<file path="src/rtl/serial_add_ctrl.sv">
// Bit-serial adder sequencer: feeds one external full adder LSB-first for WIDTH
// cycles, chains its carry and collects the sum bits into Sum/Cout.
module serial_add_ctrl #(
    parameter int WIDTH = 8,
    parameter int CNT_W = 4
) (
    input  logic             clk,
    input  logic             reset,
    input  logic             start,
    input  logic [WIDTH-1:0] A,
    input  logic [WIDTH-1:0] B,
    input  logic             Cin,
    input  logic             fa_y,
    input  logic             fa_co,
    output logic             fa_a,
    output logic             fa_b,
    output logic             fa_ci,
    output logic             busy,
    output logic             done,
    output logic [WIDTH-1:0] Sum,
    output logic             Cout,
    output logic [1:0]       state_dbg
);

    typedef enum logic [1:0] {
        IDLE = 2'd0,
        RUN  = 2'd1,
        DONE = 2'd2
    } state_t;

    localparam logic [CNT_W-1:0] LAST = CNT_W'(WIDTH - 1);

    state_t           state;
    logic [WIDTH-1:0] a_sh;
    logic [WIDTH-1:0] b_sh;
    logic             carry;
    logic [CNT_W-1:0] count;

    // Request handshake: start is accepted only on an edge where busy is low;
    // done pulses for one cycle when Sum/Cout become valid, and a start seen
    // while busy is dropped rather than queued.
    always_ff @(posedge clk or posedge reset) begin
        if (reset) begin
            state <= IDLE;
            a_sh  <= '0;
            b_sh  <= '0;
            carry <= 1'b0;
            count <= '0;
            Sum   <= '0;
            Cout  <= 1'b0;
            busy  <= 1'b0;
            done  <= 1'b0;
        end else begin
            case (state)
                IDLE: begin
                    if (start) begin
                        a_sh  <= A;
                        b_sh  <= B;
                        carry <= Cin;
                        count <= '0;
                        Sum   <= '0;
                        busy  <= 1'b1;
                        state <= RUN;
                    end
                end
                RUN: begin
                    Sum   <= {fa_y, Sum[WIDTH-1:1]};
                    carry <= fa_co;
                    a_sh  <= {1'b0, a_sh[WIDTH-1:1]};
                    b_sh  <= {1'b0, b_sh[WIDTH-1:1]};
                    count <= count + 1'b1;
                    if (count == LAST) begin
                        Cout  <= fa_co;
                        done  <= 1'b1;
                        state <= DONE;
                    end
                end
                DONE: begin
                    busy  <= 1'b0;
                    done  <= 1'b0;
                    state <= IDLE;
                end
                default: begin
                    busy  <= 1'b0;
                    done  <= 1'b0;
                    state <= IDLE;
                end
            endcase
        end
    end

    // The FA inputs are gated so the shared adder sees zeros outside RUN.
    always_comb begin
        fa_a  = 1'b0;
        fa_b  = 1'b0;
        fa_ci = 1'b0;
        if (state == RUN) begin
            fa_a  = a_sh[0];
            fa_b  = b_sh[0];
            fa_ci = carry;
        end
    end

    assign state_dbg = state;

endmodule

</file>
<file path="config.mk">
export PLATFORM = sky130hd
export DESIGN_NAME = serial_add_ctrl
export DESIGN_NICKNAME = d
export VERILOG_FILES = /design/src/rtl/serial_add_ctrl.sv
export SDC_FILE = /design/constraint.sdc
export NUM_CORES = 1
export LEC_CHECK = 0
export ABC_AREA = 1
export BUFFER_PORTS_ARGS = -buffer_cell sky130_fd_sc_hd__clkbuf_2
export CORE_ASPECT_RATIO = 1.1
export CORE_MARGIN = 3
export CORE_UTILIZATION = 45
export DETAILED_ROUTE_END_ITERATION = 10
export PLACE_DENSITY = 0.67
export SYNTH_ARGS = -nofsm -noshare
export SYNTH_HDL_FRONTEND = slang
export SYNTH_SLANG_ARGS = --single-unit
</file>
<file path="constraint.sdc">
create_clock -name clk -period 3 [get_ports clk]
set_clock_uncertainty 0.15 [all_clocks]
set_input_delay 0.9 -clock clk [delete_from_list [all_inputs] [get_ports clk]]
set_output_delay 0.9 -clock clk [all_outputs]
set_load 0.1 [all_outputs]
</file>
# Yosys cells after proc, flatten, opt, wreduce, memory -nomap -nowiden
# Cells that the tools add are included.
[totals]
ff_bits = 34
in_bits = 22
wordCells = 43
output_inout_bits = 16
[op_classes]
mux = 20
add_sub_neg = 1
bitwise = 2
n_eq_ne = 4
n_reduce_logical = 7
[op_table]
columns = ["cell", "count"]
rows = [
  ["one-hot mux 8 bit (2 select lines)", 3],
  ["2-to-1 mux 8 bit", 3],
  ["AND reduction 2 bit", 5],
  ["one-hot mux 4 bit (2 select lines)", 1],
  ["2-to-1 mux 1 bit", 6],
  ["one-hot mux 1 bit (2 select lines)", 3],
  ["adder 4 x 1 -> 4 bit (second input constant)", 1],
  ["== test 4 x 3 -> 1 bit (second input constant)", 1],
  ["2-to-1 mux 2 bit", 2],
  ["2-to-1 mux 4 bit", 1],
  ["inequality test 2 bit (second input constant)", 2],
  ["one-hot mux 2 bit (2 select lines)", 1],
  ["== test 2 x 1 -> 1 bit (second input constant)", 1],
  ["logical NOT 2 bit", 1],
  ["inverter 1 bit", 2],
  ["nonzero test 2 bit", 1],
]

# Logic depth before layout (Yosys ltp)
# Gate-level depths: netlist of the first run.
[depth]
word_depth = 3
depth_mapped = 6
depth_no_buf = 6

# Least setup slack after synthesis of the first run
# OpenSTA, ideal clock, no wires.
[synth_path]
path_type = "register -> output"
start = "reg state[0], in the netlist state_dbg[0]"
end = "out fa_a"
stages_incl_launch_ff = 4
path_buffers = 1
t_required_ns = 1.950
arrival_time_ns = 2.661
setup_slack_ns = -0.711
path_cell_list = "dfrtp_1 > nand2_2 > buf_2 > nor2_1"
[synth_via]
elab_chain_len = 2
[synth_rtl]
columns = ["element", "line", "source"]
rows = [
  ["start, declared", "33", "state_t state;"],
  ["start signal, assigned", "44", "state <= IDLE;"],
  ["start signal, assigned", "63", "state <= RUN;"],
  ["start signal, assigned", "75", "state <= DONE;"],
  ["== test 2 x 1 -> 1 bit", "97", "if (state == RUN) begin"],
  ["2-to-1 mux 1 bit", "97", ""],
  ["end, declared", "15", "output logic fa_a,"],
]
# Every way passes these cells.

# Worst setup path in the final report of the first run
[layout_path]
start = "reg state[1], in the netlist state_dbg[1]"
end = "out fa_ci"
[layout_via]
elab_chain_len = 2
[layout_rtl]
columns = ["element", "line", "source"]
rows = [
  ["== test 2 x 1 -> 1 bit", "97", ""],
  ["2-to-1 mux 1 bit", "97", ""],
  ["end, declared", "17", "output logic fa_ci,"],
]
# Every way passes these cells.

==> results.toml, run 1 <==
[run_status]
status = "completed"

[timing]
hold_viol = 0
rsz0062_at_grt = "false"
slew_viol_final = 0
tns_ns = 0
tightestPinTransition_ns = 0.5410
setup_viol = 0
relSlewSlack_pct = 64.09
finalCritPeriodShare_pct = 88.70
holdWs_ns = 0.3317
max_freq_ghz = 0.3758
period_needed_ns = 2.661

[cells_and_area]
layout_commonest_cell = "nand2_1"
antenna_cells = 0
final_cell_mix = "49 x nand2_1, 40 x nand3_1, 37 x clkbuf_2, 34 x dfrtp_1, 13 x inv_1"
drive_gt1_share_pct = 25.24
area_growth_pct = 17.27
post-route-cell-area_mm2 = 0.001717
nets = 229

[routing]
wl_per_cell_um = 12.12
firstDrtPassIters = 4
vias = 1231
drt_iter0_drc = 60
drc_errors = 0
postRouteAntennaNets = 0
routed_wirelength_mm = 2.909
viasPerCell = 5.129

[cts]
cts_resized = 0
clk-insertion-delay-late_ns = 0.33
cts_buffers = 5
clk_pin_slew_ns = 0.09
clock-sinks = 34
cts_root_buffer = "clkbuf_4"
post_cts_buffers = 0
cts_max_path_buffers = 2
cts_tree = "yes"
ctsHtreeMaxLevel = 2
ctsHoldBuffers = 0

[placed_design]
io_buffers = 37
hpwlAfterDp_mm = 2.014
place_area_mm2 = 0.001672
place.gp.congestion = 0.7571

[synthesis]
ys_warn_count = 0
synthTopCellsByArea = "dfrtp_1 58%, nand3_1 14%, nand2_1 13%"
avgSynthCellArea_um2 = 8.714
synth_area_mm2 = 0.001464
syn_inst = 168
synth_top_area_share_pct = 58.12
post-synth-top-area-cell = "dfrtp_1"
synth_cell_types = 17
yosysSeqAreaShare_pct = 58.12
synth_seq_cells = 34
syn-num-nets = 191

[worst_hold_path]
hold_path.class = "flip-flop to flip-flop"

[setup_path]
crit_fanout = 13
cp-end-kind = "output pin"
worstSetupPathType = "flip-flop to output pin"
arrival_ns = 1.61
required_ns = 1.95
start_kind = "flip-flop"

[global_routing]
grt_overflow = 0
grt_antenna_before_repair = 0
grt_max_degree = 35
grt_pass1_vias = 1181
grt_pass1_wl_mm = 5.147
grt_use_total_pct = 17.00

[flow_run]
maxCapViolations = 0

[floorplanning]
initial_core_util_pct = 47.62
dieHeight_um = 65.82
ios = 38
std_cell_rows = 21
fp.coreArea_mm2 = 0.003074
dieArea_mm2 = 0.003974
die_x_um = 60.38
==> layer usage <==
layer | wire length [µm] | vias to the layer above | GRT usage, % | share of wire (%)
met5 | 0 | - | 0 | 0
met4 | 32 | 0 | 4.986 | 1.1
met3 | 204 | 4 | 5.469 | 7.0
met2 | 1397 | 29 | 27.57 | 48
met1 | 1274 | 580 | 21.41 | 44
li1 | - | 618 | - | -
==> registers in the layout, summed over array words and instances (netlist names) <==
signal and flops:
count 4, busy 1, done 1, state_dbg 2
Cout 1, carry 1, b_sh 8, Sum 8
a_sh 8
==> path summary, 6_finish.rpt <==
check	slack (ns)	end	cells past startpoint	from
max in group asynchronous	1.93	b_sh[5]	3	reset
max	0.34	fa_ci	4	state_dbg[1]
max reg2reg	1.21	Cout	7	state_dbg[1]
min in group asynchronous	0.47	carry	3	reset
min reg2reg	0.33	Cout	2	Cout
min	0.33	Cout	2	Cout
==> worst max-delay path, cell delays in order, from the launching register on <==
cell and delay (ns):
dfrtp_1 0.40, inv_2 0.09, nand2_2 0.19, nor2_2 0.14, clkbuf_2 0.46
==> layout make-up <==
cell class                 instances  area [µm²]
sequential                        34       850.8
clock buffer                       7       45.04
inverter                          15       56.30
timing repair buffer              39       200.2
multi-input combinational        111       521.8
tap                               34       42.54
fill                             305        1358
==> synth_stat cells <==
cell,instances
inv_1,13
a21oi_1,1
buf_2,7
ha_1,1
nor2_1,5
nand3_1,40
o21ai_1,2
nor2_4,1
inv_2,2
o21ai_0,4
o22ai_1,4
nand2_1,49
dfrtp_1,34
buf_4,1
xnor2_1,1
nand4_1,1
nand2_2,2
==> logic make-up (layout without fill, tap and decap cells) <==
family                   after synthesis  count (layout)  synth area share [%]
AND/OR/NAND/NOR                       98              98                 29.57
flip-flops                            34              34                 58.12
AO/OA/AOI/OAI                         11              11                 4.102
XOR/XNOR                               1               1                0.5984
adder cells (fa/ha/maj)                1               1                0.8546
buffers and inverters                 23              61                 6.752
==> through the flow <==
stage | worst slack (ns) | instances | util, %
6_report | 0.3389 | 240 | 55.84
5_1_grt | 0.2080 | 240 | 55.84
4_1_cts | 0.3028 | 240 | 55.84
3_5_place_dp | 0.6773 | 233 | 54.38
3_3_place_gp | 0.7255 | 233 | 54.38
2_1_floorplan | -0.2544 | 168 | -
Power of run 1 is not shown: default switching activity piles up to over one toggle a cycle in this logic, so the estimate is an artifact.
==> inputs of run 2 (changes only) <==
--- a/config.mk
+++ b/config.mk
@@ -8,10 +8,10 @@
 export ABC_AREA = 1
 export BUFFER_PORTS_ARGS = -buffer_cell sky130_fd_sc_hd__clkbuf_2
 export CORE_ASPECT_RATIO = 1.1
-export CORE_MARGIN = 3
-export CORE_UTILIZATION = 45
+export CORE_MARGIN = 4
+export CORE_UTILIZATION = 42
 export DETAILED_ROUTE_END_ITERATION = 10
-export PLACE_DENSITY = 0.67
+export PLACE_DENSITY = 0.66
 export SYNTH_ARGS = -nofsm -noshare
 export SYNTH_HDL_FRONTEND = slang
 export SYNTH_SLANG_ARGS = --single-unit
==> results.toml, run 2 (synthesis gave the netlist of run 1 again) <==
[run_status]
status = "completed"

[global_routing]
grt_antenna_before_repair = 0
grt_overflow = 0
grt_max_degree = 35
grt_use_total_pct = 15.58
grt_pass1_vias = 1288
grt_pass1_wl_mm = 5.513

[floorplanning]
fp.coreArea_mm2 = 0.003358
ios = 38
initial_core_util_pct = 43.59
std_cell_rows = 22
die_x_um = 64.29
dieArea_mm2 = 0.004495
dieHeight_um = 69.92

[cts]
cts_max_path_buffers = 2
cts_buffers = 5
clk-insertion-delay-late_ns = 0.34
clk_pin_slew_ns = 0.10
cts_tree = "yes"
cts_root_buffer = "clkbuf_4"
ctsHtreeMaxLevel = 2
post_cts_buffers = 0
ctsHoldBuffers = 0
clock-sinks = 34
cts_resized = 0

[timing]
slew_viol_final = 0
finalCritPeriodShare_pct = 93.32
layout_setup_ws_ns = 0.2005
period_needed_ns = 2.799
holdWs_ns = 0.3340
rsz0062_at_grt = "false"
setup_viol = 0
relSlewSlack_pct = 63.86
tightestPinTransition_ns = 0.5444
max_freq_ghz = 0.3572
hold_viol = 0

[routing]
routed_wirelength_mm = 3.168
firstDrtPassIters = 4
vias = 1257
postRouteAntennaNets = 0
wl_per_cell_um = 12.42
viasPerCell = 4.929
drc_errors = 0
drt_iter0_drc = 43

[setup_path]
critPathTopFamily = "buffers and inverters"
start_kind = "flip-flop"
path_cells = "inv_2 -> nand2_2 -> nor2_2 -> clkbuf_2"
cp-end-kind = "output pin"
crit_fanout = 22
arrival_ns = 1.75
worstSetupPathType = "flip-flop to output pin"
cp_num_buf_inv = 2
critPathSlowestCell = "clkbuf_2"
cp_slowest_stage_delay_ns = 0.47
required_ns = 1.95

[cells_and_area]
post-route-util_pct = 52.65
drive_gt1_share_pct = 26.57
area_growth_pct = 20.77
layout_commonest_cell = "nand2_1"
final_cell_mix = "49 x nand2_1, 40 x nand3_1, 37 x clkbuf_2, 34 x dfrtp_1, 13 x inv_1"
seq_area_um2 = 850.8
multi_input_area_um2 = 521.8
nets = 229
top_regs = "Sum: 8 flops, a_sh: 8 flops, b_sh: 8 flops"
fillCellCount = 364
antenna_cells = 0

[placed_design]
io_buffers = 37
hpwlAfterDp_mm = 2.162
place.gp.congestion = 0.7837
pre_cts_ws_ns = 0.5614

[flow_run]
maxCapViolations = 0

[worst_hold_path]
hold_path.class = "flip-flop to flip-flop"
## run 2: per-layer routing
metal / share of wire, % / GRT usage [%]
met5: 0 / 0
met4: 2.0 / 7.042
met3: 5.4 / 4.662
met2: 49 / 26.26
met1: 43 / 18.04
## run 2: through the flow
stage / setup TNS, ns / cell area (µm²) / std cells
after floorplan: -0.7631 / 1471 / 168
after global placement: 0 / 1689 / 247
after detailed placement: 0 / 1689 / 247
after CTS: 0 / 1768 / 255
after global routing: 0 / 1768 / 255
final: 0 / 1768 / 255
## run 2: layout make-up
| class | instances | area share (%) |
|---|---|---|
| clock buffers | 8 | 4.459 |
| inverters | 15 | 3.185 |
| multi-input cells | 111 | 29.51 |
| flip-flops and latches | 34 | 48.12 |
| well taps | 48 | 3.397 |
| repair buffers | 39 | 11.32 |
## run 2: path summary, 6_finish.rpt
path | from | to | slack (ns) | depth (start not counted)
max | state_dbg[1] | fa_b | 0.20 | 4
min | Cout | Cout | 0.33 | 2
max reg2reg | state_dbg[1] | Cout | 1.08 | 7
min reg2reg | Cout | Cout | 0.33 | 2
max in group asynchronous | reset | Sum[0] | 1.94 | 3
min in group asynchronous | reset | a_sh[7] | 0.46 | 3
## run 2: tightest hold or removal path: cells and delay by family, from the launching register on
kind / cells / cell delay (ns)
flops: 1 / 0.36
simple gates: 2 / 0.09
Power of run 2 is left out for the same reason.
